===== src/rtl/stage_mem1_pkg.sv =====
// stage_mem1_pkg: shared types and helpers for the MEM1 pipeline stage
//   memsize_t    : access width (BYTE/HALF/WORD)
//   ecause_t     : exception cause codes raised by the stage
//   mem1_state_t : bus sequencing states
//   misaligned() : alignment rule shared by the stage and its lane aligner
package stage_mem1_pkg;
    typedef enum logic [1:0] {BYTE = 2'd0, HALF = 2'd1, WORD = 2'd2} memsize_t;
    typedef enum logic [3:0] {EC_NONE = 4'd0, LMISALIGNED = 4'd4, SMISALIGNED = 4'd6} ecause_t;
    typedef enum logic [1:0] {IDLE, REQ, DONE} mem1_state_t;
    function automatic logic misaligned(memsize_t size, logic [1:0] a);
        return (size == HALF && a[0]) || (size == WORD && a != 2'd0);
    endfunction
endpackage


===== src/rtl/mem1_align.sv =====
// mem1_align: combinational byte-lane alignment for loads and stores
//   size/uns/a : access width, zero-extend flag, address low bits
//   rdata      : raw bus read word -> ld_data (extracted, extended)
//   wdata      : store data        -> st_data (replicated across lanes), be
//   misal      : access is misaligned for its width
module mem1_align
    import stage_mem1_pkg::*;
(
    input  memsize_t    size,
    input  logic        uns,
    input  logic [1:0]  a,
    input  logic [31:0] rdata,
    input  logic [31:0] wdata,
    output logic [31:0] ld_data,
    output logic [31:0] st_data,
    output logic [3:0]  be,
    output logic        misal
);
    logic [7:0]  b;
    logic [15:0] h;
    assign b       = rdata[{a, 3'b000} +: 8];
    assign h       = rdata[{a[1], 4'b0000} +: 16];
    assign ld_data = (size == BYTE) ? {{24{~uns & b[7]}}, b} :
                     (size == HALF) ? {{16{~uns & h[15]}}, h} : rdata;
    assign st_data = (size == BYTE) ? {4{wdata[7:0]}} :
                     (size == HALF) ? {2{wdata[15:0]}} : wdata;
    assign be      = (size == BYTE) ? 4'b0001 << a :
                     (size == HALF) ? (a[1] ? 4'b1100 : 4'b0011) : 4'b1111;
    assign misal   = misaligned(size, a);
endmodule


===== src/rtl/stage_mem1.sv =====
// stage_mem1: MEM1 pipeline stage, issues data-bus accesses and forwards results to writeback
//   clk_core, reset (sync, active-high)
//   ex_*    : execute-stage entry, captured when neither this stage nor writeback stalls
//   dbus_*  : single-outstanding request/ack data bus
//   mem1_*  : writeback result, stall/busy, misalignment exception and pass-through fields
//   wb_stall: freezes the stage register; csr_kill: drops the held entry
module stage_mem1
    import stage_mem1_pkg::*;
(
    input  logic        clk_core,
    input  logic        reset,
    input  logic        ex_valid,
    input  logic        ex_mem_en,
    input  logic        ex_mem_we,
    input  memsize_t    ex_mem_size,
    input  logic        ex_mem_unsigned,
    input  logic [31:0] ex_addr,
    input  logic [31:0] ex_data,
    input  logic [4:0]  ex_wb_reg,
    input  logic [31:2] ex_pc,
    input  logic        ex_flush,
    output logic        dbus_req,
    output logic        dbus_we,
    output logic [31:2] dbus_addr,
    output logic [3:0]  dbus_be,
    output logic [31:0] dbus_wdata,
    input  logic        dbus_ack,
    input  logic [31:0] dbus_rdata,
    output logic        mem1_valid_wb,
    output logic        mem1_stall,
    output logic        mem1_busy,
    output logic        mem1_exc,
    output ecause_t     mem1_exc_cause,
    output logic        mem1_flush,
    output logic [31:2] mem1_pc,
    output logic [4:0]  mem1_wb_reg,
    output logic [31:0] mem1_dout,
    input  logic        wb_stall,
    input  logic        csr_kill
);
    mem1_state_t state, state_nx;
    logic        v, kil, e_mem, e_we, e_uns, e_flush, misal, exc, cap, ack;
    memsize_t    e_size;
    logic [31:0] e_addr, e_data, ld_q, ld_data, st_data;
    logic [4:0]  e_wb;
    logic [31:2] e_pc;
    logic [3:0]  be;

    mem1_align u_align (
        .size    (e_size),
        .uns     (e_uns),
        .a       (e_addr[1:0]),
        .rdata   (dbus_rdata),
        .wdata   (e_data),
        .ld_data (ld_data),
        .st_data (st_data),
        .be      (be),
        .misal   (misal)
    );

    assign exc = v & e_mem & misal;
    assign mem1_stall = v & e_mem & ~exc & (state != DONE);
    assign cap = ~mem1_stall & ~wb_stall;
    assign ack = (state == REQ) & dbus_ack;

    // A kill outside REQ drops the entry at once; inside REQ the access must
    // still run to ack, so the kill is remembered and the data discarded then.
    always_comb begin
        state_nx = (csr_kill && state != REQ) ? IDLE :
                   ack ? ((kil || csr_kill) ? IDLE : DONE) :
                   cap ? ((ex_valid && ex_mem_en && !misaligned(ex_mem_size, ex_addr[1:0])) ? REQ : IDLE) :
                   state;
    end

    always_ff @(posedge clk_core) begin
        state <= reset ? IDLE : state_nx;
    end

    always_ff @(posedge clk_core) begin
        if (reset) begin
            v   <= 1'b0;
            kil <= 1'b0;
        end else begin
            v   <= ((csr_kill && state != REQ) || (ack && (kil || csr_kill))) ? 1'b0 : cap ? ex_valid : v;
            kil <= (state == REQ) && !dbus_ack && (kil || csr_kill);
        end
    end

    always_ff @(posedge clk_core) begin
        if (cap) begin
            e_mem   <= ex_mem_en;
            e_we    <= ex_mem_we;
            e_size  <= ex_mem_size;
            e_uns   <= ex_mem_unsigned;
            e_addr  <= ex_addr;
            e_data  <= ex_data;
            e_wb    <= ex_wb_reg;
            e_pc    <= ex_pc;
            e_flush <= ex_flush;
        end
        if (ack) ld_q <= ld_data;
    end

    assign dbus_req       = (state == REQ);
    assign dbus_we        = e_we;
    assign dbus_addr      = e_addr[31:2];
    assign dbus_be        = be;
    assign dbus_wdata     = st_data;
    assign mem1_busy      = (state == REQ);
    assign mem1_exc       = exc;
    assign mem1_exc_cause = exc ? (e_we ? SMISALIGNED : LMISALIGNED) : EC_NONE;
    assign mem1_valid_wb  = v & ~kil & (~e_mem | (~e_we & (state == DONE)));
    assign mem1_dout      = e_mem ? ld_q : e_data;
    assign mem1_flush     = e_flush;
    assign mem1_pc        = e_pc;
    assign mem1_wb_reg    = e_wb;
endmodule


===== config.mk =====
export PLATFORM = sky130hd
export DESIGN_NAME = stage_mem1
export DESIGN_NICKNAME = d
export VERILOG_FILES = /design/src/rtl/stage_mem1_pkg.sv /design/src/rtl/mem1_align.sv /design/src/rtl/stage_mem1.sv
export SDC_FILE = /design/constraint.sdc
export NUM_CORES = 1
export LEC_CHECK = 0
export BUFFER_PORTS_ARGS = -buffer_cell sky130_fd_sc_hd__buf_4
export CAP_MARGIN = 0
export CORE_MARGIN = 4
export CORE_UTILIZATION = 52
export CTS_BUF_LIST = sky130_fd_sc_hd__clkbuf_4 sky130_fd_sc_hd__clkbuf_8
export DETAILED_ROUTE_END_ITERATION = 10
export PLACE_DENSITY = 0.89
export SLEW_MARGIN = 20
export SYNTH_ARGS = -nofsm -noshare
export SYNTH_HDL_FRONTEND = slang
export SYNTH_HIERARCHICAL = 1
export SYNTH_SLANG_ARGS = --single-unit

===== constraint.sdc =====
create_clock -name clk_core -period 11 [get_ports clk_core]
set_clock_uncertainty 0.2 [all_clocks]
set_input_delay 1.65 -clock clk_core [delete_from_list [all_inputs] [get_ports clk_core]]
set_output_delay 1.65 -clock clk_core [all_outputs]
set_load 0.02 [all_outputs]

======== Word-level counts from Yosys, hierarchy flattened ========
Cells that the tools add are included.
operators by class
  equal/unequal tests ..................... 8
  shifts and indexed selects .............. 3
  muxes and demuxes ....................... 14
  bitwise logic cells ..................... 19
  reductions and logical operators ........ 22
operator list
  kind                                                               count
  32-bit 2-to-1 mux                                                  5
  32-bit by 6-bit variable part select with 16-bit output            1
  32-bit by 6-bit variable part select with 8-bit output             1
  4-bit 2-to-1 mux                                                   3
  1-bit bitwise AND                                                  11
  1-bit logical AND                                                  10
  2-bit 2-to-1 mux                                                   4
  1-bit NOT                                                          7
  2-bit by 1-bit == test with 1-bit output, second input constant    3
  2-bit == test, second input constant                               3
  2-bit nonzero test                                                 3
  1-bit logical OR                                                   4
  2-bit OR reduction                                                 2
  1-bit by 2-bit left shift with 4-bit output, first input constant  1
  3-bit 2-to-1 mux                                                   1
  1-bit zero test                                                    2
  2-bit zero test                                                    1
  2-bit by 1-bit != test with 1-bit output, second input constant    1
  2-bit != test, second input constant                               1
  1-bit 2-to-1 mux                                                   1
  1-bit bitwise OR                                                   1
word-level totals
  register bits ........................... 141
  bits of input ports ..................... 143
  output and inout bits ................... 144
  logic and storage cells ................. 79

======== Longest topological paths before layout ========
  depth in word-level cells ............... 11
  gate-level depth with buffers ........... 9
  mapped depth without buffers ............ 7

======== Cells and area by module ========
Netlist, hierarchy kept.
modules (own cells, without submodules)
  module      instances  cells each  area an instance (um^2)  sequential area each (um^2)
  stage_mem1  1          240         5,056.1                  4,194.0
  mem1_align  1          200         1,219.9                  0.0

======== Least setup slack after synthesis ========
No wires, ideal clock.
  path type ............................... input -> register
  start ................................... input wb_stall
  end ..................................... register state[0]
  setup time .............................. 105 ps
  arrival time ............................ 4,259 ps
  data required time ...................... 10,695 ps
  path slack .............................. 6,436 ps
  stages on the path ...................... 3
  buffers on the path ..................... 0
  cells stage by stage .................... a41oi_4 -> mux2i_1 -> a2111oi_2
on the way
  cells in the longest elaborated chain, start to end .. 3
ends and longest elaborated chain
  element                              line              text
  from (decl)                          stage_mem1.sv:38  input logic wb_stall,
  1-bit NOT                            stage_mem1.sv:63  assign cap = ~mem1_stall & ~wb_stall;
  1-bit bitwise AND                    stage_mem1.sv:63
  2-bit nonzero test (no source line)  -
  to (signal assigned)                 stage_mem1.sv:76  state <= reset ? IDLE : state_nx;
  to (decl)                            stage_mem1.sv:41  mem1_state_t state, state_nx;
Every way passes these cells.
A chain may end at the register's enable or synchronous reset.

======== Worst setup path in the final report ========
  start ................................... register e_size[1]
  end ..................................... output dbus_wdata[14]
on the way
  cells in the longest elaborated chain, start to end .. 2
ends and longest elaborated chain
  element                 line              text
  from (decl)             stage_mem1.sv:43  memsize_t e_size;
  from (signal assigned)  stage_mem1.sv:93  e_size <= ex_mem_size;
  2-bit zero test         mem1_align.sv:25  assign st_data = (size == BYTE) ? {4{wdata[7:0]}} :
  32-bit 2-to-1 mux       mem1_align.sv:25
  to (decl)               stage_mem1.sv:26  output logic [31:0] dbus_wdata,
Every way passes these cells.

==> key figures <==
Timing
  • Final Hold Fails: 0
  • Max-slew headroom: 36.3%
  • Final Slew Violations: 0
  • Worst-Margin Slew: 0.956 ns
  • RSZ-0062 raised after global routing: no
  • Fin crit share: 41.0%
  • Max Clk Rate: 222 MHz
  • Setup_tns: 0 ns
  • # setup viols final: 0
  • Fin crit period: 4.51 ns

Synthesis
  • Synth Flop Type: edfxtp_1
  • Synth async-reset ratio: 0%
  • Sequential share of the synthesized area: 66.8%
  • Largest area contributor in the netlist: edfxtp_1
  • Yosys synthesis warning count: 6
  • Post-synth EDFFs: 137
  • Synth cell types: 49
  • Yosys reg bits: 141
  • Synthesized area: 0.00628 mm2
  • Top cell type's share of synthesized area: 65.6%
  • Synthesized area per cell: 14.3 um2
  • Synth Instances: 440
  • Synth top area cells: edfxtp_1 (66%), mux2_1 (5.7%), buf_4 (5.1%)

Die
  • IO Pins: 287
  • Die Y: 118 um
  • Row count: 39
  • Die Wd: 118 um
  • Core footprint: 0.0116 mm2
  • Die Area: 0.0139 mm2
  • Starting Density: 54.0%

Setup path
  • Slowest stage cell, crit path: or2_1
  • Cell family with most CP delay: simple AND/OR/NAND/NOR gates
  • Worst Path Required: 9.15 ns
  • CP endpoint kind: output pin
  • Crit-path max cell delay: 0.74 ns
  • CP arrival: 2.66 ns
  • Critical-path cell list: buf_4, or2_1, nand2_1, nand2_1, buf_4
  • Worst setup SP type: flop
  • CP Class: flop to output pin
  • WP buf/inv: 2
  • CP Max Fanout: 43

Detailed routing
  • Final wirelength: 18.2 mm
  • Vias per cell: 5.35
  • Vias: 4504
  • Drt first pass iters: 5
  • Wire per inst: 21.6 um
  • 1st-iter DRT viols: 418
  • Number of remaining DRC errors: 0
  • Antenna-violating nets left: 0

Placement
  • RePlAce Congestion: 0.815
  • DP HPWL: 13.8 mm
  • PortBufs: 284
  • Post-DP Area: 0.00820 mm2

Outcome
  • Outcome: complete, no violations

Finish
  • Synthesis-to-finish area growth: 37.1%
  • Commonest non-fill, non-tap cell in the layout: buf_4
  • Fillcell total: 733
  • Layout net count: 829
  • Most frequent cells in the layout: buf_4 (289), edfxtp_1 (137), nand2_1 (84)
  • Layout cell share with drive strength beyond 1: 51.8%
  • Final Cell Area: 0.00860 mm2
  • Largest registers: e_addr: 32 flops, e_data: 32 flops, ld_q: 32 flops
  • Inserted Diodes: 0

Pwr
  • Sw Pwr: 0.000318 W
  • VDD IR max: 0.117 mV
  • Sequential power share: 50.3%
  • Switching fraction of total power: 25.1%
  • Pwr Density: 147 mW/mm2
  • Comb power frac: 16.4%
  • Cell Int Power: 0.000945 W
  • Clock power frac: 33.3%
  • P_leak: 3.67 nW

GRT
  • Gr usage total: 26.4%
  • Total grt overflow: 0
  • Vias in the first global route: 4853
  • First-pass GRT wire length: 27.7 mm
  • Initial antenna violation count: 0
  • Largest net degree at the start of global routing: 71

CTS
  • CTS tree: yes
  • # hold bufs at CTS: 0
  • Clock slew at reported path FFs: 0.07 ns
  • Worst-Skew Late Latency: 0.43 ns
  • CTS H-tree depth: 4
  • Clock Root Buffer: clkbuf_8
  • Setup bufs post-CTS: 0
  • # resized after CTS: 0
  • CTS buffer count: 17
  • CTS Buffer Depth: 2
  • CTS sink cnt: 141

Min path
  • Worst Hold Class: flop to flop

Flow run
  • MaxCap Viol Count: 0
-- tightest hold or removal path, cell delays in order, from the launching register on --
cell and delay (ns):
dfxtp_1 0.35, nand2b_1 0.11, a221oi_2 0.07
-- metal layers --
metal	routed length, um	global-route usage [%]	vias to the layer above
met2	9380	44.6	242
met3	1630	10.3	31
li1	-	-	2048
met5	0	0	-
met4	465	9.60	0
met1	6720	30.6	2183
-- per-stage QoR --
| stage | setup WS (ns) | total power (W) | hold WS, ns | cells | util (%) |
|---|---|---|---|---|---|
| 2_1_floorplan | 6.44 | 0.000753 | 0.309 | 441 | - |
| 3_3_place_gp | 7.08 | 0.000847 | 0.329 | 810 | 70.6 |
| 3_5_place_dp | 6.90 | 0.000854 | 0.365 | 810 | 70.6 |
| 4_1_cts | 6.52 | 0.00127 | 0.376 | 842 | 74.1 |
| 5_1_grt | 6.33 | 0.00131 | 0.392 | 842 | 74.1 |
| 6_report | 6.49 | 0.00126 | 0.367 | 842 | 74.1 |
-- synth_stat cells (3+ instances only) --
master,count
edfxtp_1,137
a31oi_1,8
nand2b_1,3
nor2_1,8
clkbuf_1,5
a22oi_1,7
mux2_2,13
mux2i_1,12
buf_2,12
o21ai_1,6
buf_4,43
a221oi_2,3
dfxtp_1,4
nand2_2,10
o21ai_0,11
nand2_1,84
mux2_1,32
-- worst paths after layout --
path / start / to / slack, ns / cells after the start
worst min register to register: state[1] / state[1] / 0.37 / 2
worst max-delay path: e_size[1] / dbus_wdata[14] / 6.49 / 5
worst min-delay path: state[1] / state[1] / 0.37 / 2
worst max register to register: e_size[1] / state[0] / 7.11 / 10
-- cell families (layout without fill, tap and decap cells) --
logic type | Yosys count | after routing | share of synthesized area (%)
AO/OA/AOI/OAI | 44 | 44 | 5.50
XOR/XNOR | 2 | 2 | 0.279
buffers and inverters | 67 | 325 | 7.06
flip-flops | 141 | 141 | 66.8
multiplexers | 60 | 60 | 11.1
other | 1 | 2 | 0.0598
AND/OR/NAND/NOR | 125 | 125 | 9.21
-- area by class of cell --
cell class                 count  area, um2  area share [%]
clock buffer                  20        256            2.98
tap                          143        179            2.08
clock inverter                12        146            1.70
timing repair buffer         289       2170            25.2
multi-input combinational    233       1640            19.1
sequential                   141       4190            48.7
inverter                       4       15.0           0.175
-- power by group through the flow --
stage	Sequential (W)	Clock (W)	Combinational [W]
6_report	0.000635	0.000421	0.000207
5_1_grt	0.000637	0.000456	0.000219
4_1_cts	0.000635	0.000428	0.000208
3_5_place_dp	0.000647	0	0.000207
3_3_place_gp	0.000645	0	0.000202
2_1_floorplan	0.000650	0	0.000103
(Power assumes the default switching activity.)
